## src/rtl/spi_read_adc.sv

```systemverilog
// SPI mode-0 master receive path: chip select, divided serial clock and an
// MSB-first shift-in of one Width-bit frame per start request.
module spi_read_adc #(
  parameter int unsigned Width  = 12,
  parameter int unsigned KWidth = 8
) (
  input  logic              clk_i,
  input  logic              rst_i,
  input  logic              strr_i,
  input  logic [KWidth-1:0] kmax_i,
  input  logic              miso_i,
  output logic              dclk_o,
  output logic              cs_o,
  output logic [Width-1:0]  data_o,
  output logic              eor_o,
  output logic              busy_o
);

  localparam int unsigned CntW = $clog2(Width + 1);

  typedef enum logic [2:0] {
    S_IDLE,
    S_CSLOW,
    S_HIGH,
    S_LOW,
    S_DONE
  } state_e;

  state_e              state_q, state_d;
  logic [KWidth-1:0]   div_q, div_d;
  logic [KWidth-1:0]   kmax_q, kmax_d;
  logic [CntW-1:0]     bit_q, bit_d;
  logic [Width-1:0]    sr_q, sr_d;
  logic [Width-1:0]    data_q, data_d;
  logic                cs_q, cs_d;
  logic                dclk_q, dclk_d;
  logic                eor_q, eor_d;
  logic                busy_q, busy_d;
  logic                active;
  logic                tick;

  // State and all registered outputs
  always_ff @(posedge clk_i or posedge rst_i) begin
    if (rst_i) begin
      state_q <= S_IDLE;
      div_q   <= '0;
      kmax_q  <= '0;
      bit_q   <= '0;
      sr_q    <= '0;
      data_q  <= '0;
      cs_q    <= 1'b1;
      dclk_q  <= 1'b0;
      eor_q   <= 1'b0;
      busy_q  <= 1'b0;
    end else begin
      state_q <= state_d;
      div_q   <= div_d;
      kmax_q  <= kmax_d;
      bit_q   <= bit_d;
      sr_q    <= sr_d;
      data_q  <= data_d;
      cs_q    <= cs_d;
      dclk_q  <= dclk_d;
      eor_q   <= eor_d;
      busy_q  <= busy_d;
    end
  end

  // Next state, datapath and output decode
  always_comb begin
    state_d = state_q;
    kmax_d  = kmax_q;
    bit_d   = bit_q;
    sr_d    = sr_q;
    data_d  = data_q;
    active  = (state_q == S_CSLOW) || (state_q == S_HIGH) || (state_q == S_LOW);
    tick    = active && (div_q == kmax_q);

    case (state_q)
      S_IDLE: begin
        if (strr_i) begin
          state_d = S_CSLOW;
          kmax_d  = kmax_i;
          bit_d   = '0;
        end
      end
      S_CSLOW: if (tick) state_d = S_HIGH;
      S_HIGH:  if (tick) state_d = S_LOW;
      S_LOW: begin
        if (tick) state_d = (bit_q == CntW'(Width)) ? S_DONE : S_HIGH;
      end
      S_DONE:  state_d = S_IDLE;
      default: state_d = S_IDLE;
    endcase

    // Sample on the edge that raises dclk
    if ((state_d == S_HIGH) && (state_q != S_HIGH)) begin
      sr_d  = {sr_q[Width-2:0], miso_i};
      bit_d = CntW'(bit_q + 1'b1);
    end
    if (state_d == S_DONE) data_d = sr_q;

    if (!active || tick || (state_d != state_q)) div_d = '0;
    else                                          div_d = KWidth'(div_q + 1'b1);

    cs_d   = !((state_d == S_CSLOW) || (state_d == S_HIGH) || (state_d == S_LOW));
    dclk_d = (state_d == S_HIGH);
    eor_d  = (state_d == S_DONE);
    busy_d = (state_d != S_IDLE);
  end

  assign dclk_o = dclk_q;
  assign cs_o   = cs_q;
  assign data_o = data_q;
  assign eor_o  = eor_q;
  assign busy_o = busy_q;

endmodule

```

## config.mk

```make
export PLATFORM = sky130hd
export DESIGN_NAME = spi_read_adc
export DESIGN_NICKNAME = d
export VERILOG_FILES = /design/src/rtl/spi_read_adc.sv
export SDC_FILE = /design/constraint.sdc
export NUM_CORES = 1
export LEC_CHECK = 0
export BUFFER_PORTS_ARGS = -buffer_cell sky130_fd_sc_hd__buf_2
export CORE_ASPECT_RATIO = 0.8
export CORE_MARGIN = 1
export CORE_UTILIZATION = 50
export DETAILED_ROUTE_END_ITERATION = 10
export GPL_TIMING_DRIVEN = 0
export PLACE_DENSITY = 0.8
export SYNTH_ARGS = -nofsm -noshare
export SYNTH_HDL_FRONTEND = slang
export SYNTH_SLANG_ARGS = --single-unit
```

## constraint.sdc

```tcl
create_clock -name clk_i -period 2.35 [get_ports clk_i]
set_input_delay 0.5875 -clock clk_i [delete_from_list [all_inputs] [get_ports clk_i]]
set_output_delay 0.5875 -clock clk_i [all_outputs]
set_load 0.01 [all_outputs]
```

==> flow_summary.json <==
{
  "htreeDepth": 2,
  "synth_seq_area_share_pct": 57.7,
  "total_power_uw": 2280,
  "clk_pin_slew_ps": 80,
  "synth_ff_type": "dfrtp_1",
  "synthArstFlopShare_pct": 100,
  "num_vias": 1315,
  "initial_core_util_pct": 52.7,
  "placed_area_sq_um": 2440,
  "clockRootBuffer": "clkbuf_8",
  "min_period_over_period_pct": 93.7,
  "stdcell_area_sq_um": 2520,
  "min-delay-path-class": "in -> async",
  "drive_gt1_share_pct": 39.3,
  "fin_worst_skew_ps": 7.18,
  "dp.cells": 245,
  "tightest_slew_ps": 673,
  "slew_headroom_pct": 54.5,
  "worstSetupEndpointType": "register",
  "core_area_sq_um": 4200,
  "drv_slew": 0,
  "cts_tree": "done",
  "grt_usage_pct": 17.4,
  "core.rowCount": 21,
  "drc": 0,
  "synth_edf_count": 0,
  "grt.overflow.total": 0,
  "cts_num_sinks": 51,
  "synth_area_sq_um": 2220,
  "hpwl_um": 2760,
  "power.density_cell_area_nw_per_um2": 905,
  "routed_wl_um": 3720,
  "max-clock-path-buffers": 2,
  "final_util_pct": 60.0,
  "ys_ff_latch": 51,
  "leakage_uw": 0.00129,
  "critPathLaunchType": "register",
  "die_y_um": 61.5,
  "grt_pass1_vias": 1292,
  "synthDistinctLibCells": 32,
  "rsz0062_at_grt": "false",
  "max_cap_violations": 0,
  "area_delta_synth_final_pct": 13.9,
  "ant_nets": 0,
  "gp_congestion": 0.752,
  "crit_type": "reg -> reg",
  "place.port_buffers": 27,
  "hold_violations": 0,
  "setup_viol": 0,
  "cts_resized": 0,
  "cts_buffers": 5,
  "nNetsFinal": 210,
  "syn_nets": 175,
  "grt_start_max_net_pins": 28,
  "avgRoutedWirePerCell_um": 14.7,
  "dieArea_sq_um": 4700,
  "worstSkewPairLatency_ps": 300,
  "num_io_pins": 28,
  "drt_pass1_iterations": 4,
  "syn_area_per_cell_sq_um": 13.8,
  "required_ps": 2540,
  "fmax_mhz": 454,
  "post-route-min-period_ps": 2200,
  "holdBufCountCts": 0,
  "die_w_um": 76.4,
  "syn_inst": 160,
  "post-cts-setup-buffers": 0,
  "antenna_cells": 0,
  "crit_fanout": 10,
  "viasPerCell": 5.20,
  "antenna_found_initial": 0,
  "yosysWarningCount": 0,
  "cp.arrival_ps": 2390,
  "tns_ps": 0,
  "ir_drop_mv": 0.516,
  "run_status": "completed",
  "grt_pass1_wl_um": 6040,
  "drtIter0Drc": 77,
  "fin_cells": 253
}
## report_power, final
| part | internal [uW] | switching, uW |
|---|---|---|
| Clock | 209 | 265 |
| Sequential | 1070 | 187 |
| Combinational | 282 | 276 |
## cell usage after synthesis (all sizes together) (2+ instances only)
cell	instances	share of area, %
xor2	13	5.1
clkbuf	2	0.34
nand2b	2	0.56
dfrtp	50	56
mux2i	2	0.90
nand3b	2	0.68
nor3	3	0.68
nor2b	2	0.56
buf	4	2.1
ha	3	1.7
and3	5	1.4
nor4	2	1.1
nor2	11	1.9
xnor2	2	0.79
a21oi	2	0.45
inv	4	0.68
mux2	34	18
nand3	6	1.4
## layer usage
layer | GRT usage (%) | vias to the layer above | part of all wire (%)
li1 | - | 617 | -
met1 | 20.3 | 654 | 43
met2 | 31.0 | 35 | 50
met3 | 4.00 | 9 | 4.4
met4 | 9.89 | 0 | 2.4
met5 | 0 | - | 0
## kinds of logic (layout without fill, tap and decap cells)
group | after synthesis | count (layout) | share of synthesized area [%]
DFF | 51 | 51 | 57.7
and+or+nand+nor | 41 | 41 | 11.2
muxes | 36 | 36 | 19.4
xor gates and xnor gates | 15 | 15 | 5.93
buffers and inverters | 10 | 46 | 3.16
AOI/OAI and AO/OA | 4 | 4 | 1.02
adders and majority gates | 3 | 3 | 1.69
## path summary, 6_finish.rpt
check | from | to | slack, ps | cells past startpoint
max | div_q[0]$_DFF_PP0_ | data_o[0]$_DFFE_PP0P_ | 150 | 8
min in group clk_i | data_o[10]$_DFFE_PP0P_ | data_o[10]$_DFFE_PP0P_ | 500 | 1
min reg2reg | data_o[10]$_DFFE_PP0P_ | data_o[10]$_DFFE_PP0P_ | 500 | 1
min | rst_i | data_o[11]$_DFFE_PP0P_ | 310 | 2
max in group asynchronous | rst_i | cs_o$_DFF_PP1_ | 1450 | 3
max reg2reg | div_q[0]$_DFF_PP0_ | data_o[0]$_DFFE_PP0P_ | 150 | 8
## final cells by class
type / count / area [sq um]
Fill cell: 346 / 1680
Sequential cell: 51 / 1280
Multi-Input combinational cell: 99 / 868
Timing Repair Buffer: 28 / 155
Clock buffer: 7 / 76.3
Tap cell: 57 / 71.3
Buffer: 6 / 55.1
Inverter: 4 / 15.0
Clock inverter: 1 / 5.00
## flip-flops by register name (all words and copies together) (netlist names)
signal / cells
cs_o: 1
eor_o: 1
sr_q: 12
kmax_q: 8
dclk_o: 1
data_o: 12
busy_o: 1
bit_q: 4
div_q: 8
state_q: 3
## critical path: stages (launching register included)
cell	delay [ps]
dfrtp_1	470
xor2_1	180
nor4_2	370
and2_1	200
buf_6	120
and3_1	170
buf_6	140
buf_12	140
mux2_4	310
## cell usage in the layout (no fill, tap or decap)
| cell type | netlist | routed |
|---|---|---|
| a21oi_1 | 2 | 2 |
| clkbuf_8 | 0 | 5 |
| inv_2 | 0 | 1 |
| dfstp_2 | 1 | 1 |
| nor4_2 | 2 | 2 |
| and2b_1 | 1 | 1 |
| nor3_1 | 3 | 3 |
| nor2_1 | 11 | 11 |
| and4_1 | 1 | 1 |
| nand3b_1 | 2 | 2 |
| nor2b_1 | 2 | 2 |
| and3_1 | 5 | 5 |
| nand2_1 | 1 | 1 |
| inv_1 | 4 | 3 |
| clkinv_2 | 0 | 1 |
| and2_1 | 1 | 1 |
| buf_2 | 1 | 28 |
| dfrtp_1 | 50 | 50 |
| ha_1 | 3 | 3 |
| or3_1 | 1 | 1 |
| nand3_1 | 6 | 6 |
| buf_12 | 1 | 2 |
| buf_6 | 2 | 2 |
| xor2_1 | 13 | 13 |
| o211ai_1 | 1 | 1 |
| nand2b_1 | 2 | 2 |
| nor4b_1 | 1 | 1 |
| nand4b_2 | 1 | 1 |
| mux2_4 | 7 | 7 |
| mux2_2 | 27 | 27 |
| mux2i_1 | 2 | 2 |
| or3b_1 | 1 | 1 |
| clkbuf_1 | 2 | 4 |
| xnor2_1 | 2 | 2 |
| o21ai_0 | 1 | 1 |
## stage by stage
step | hold slack [ps] | setup WS (ps)
after CTS | 327 | 145
after global placement | 484 | 88.9
after detailed placement | 486 | 116
after floorplan | 474 | 395
final | 312 | 148
after global routing | 353 | 64.7
Power figures use the tool's default switching activity.
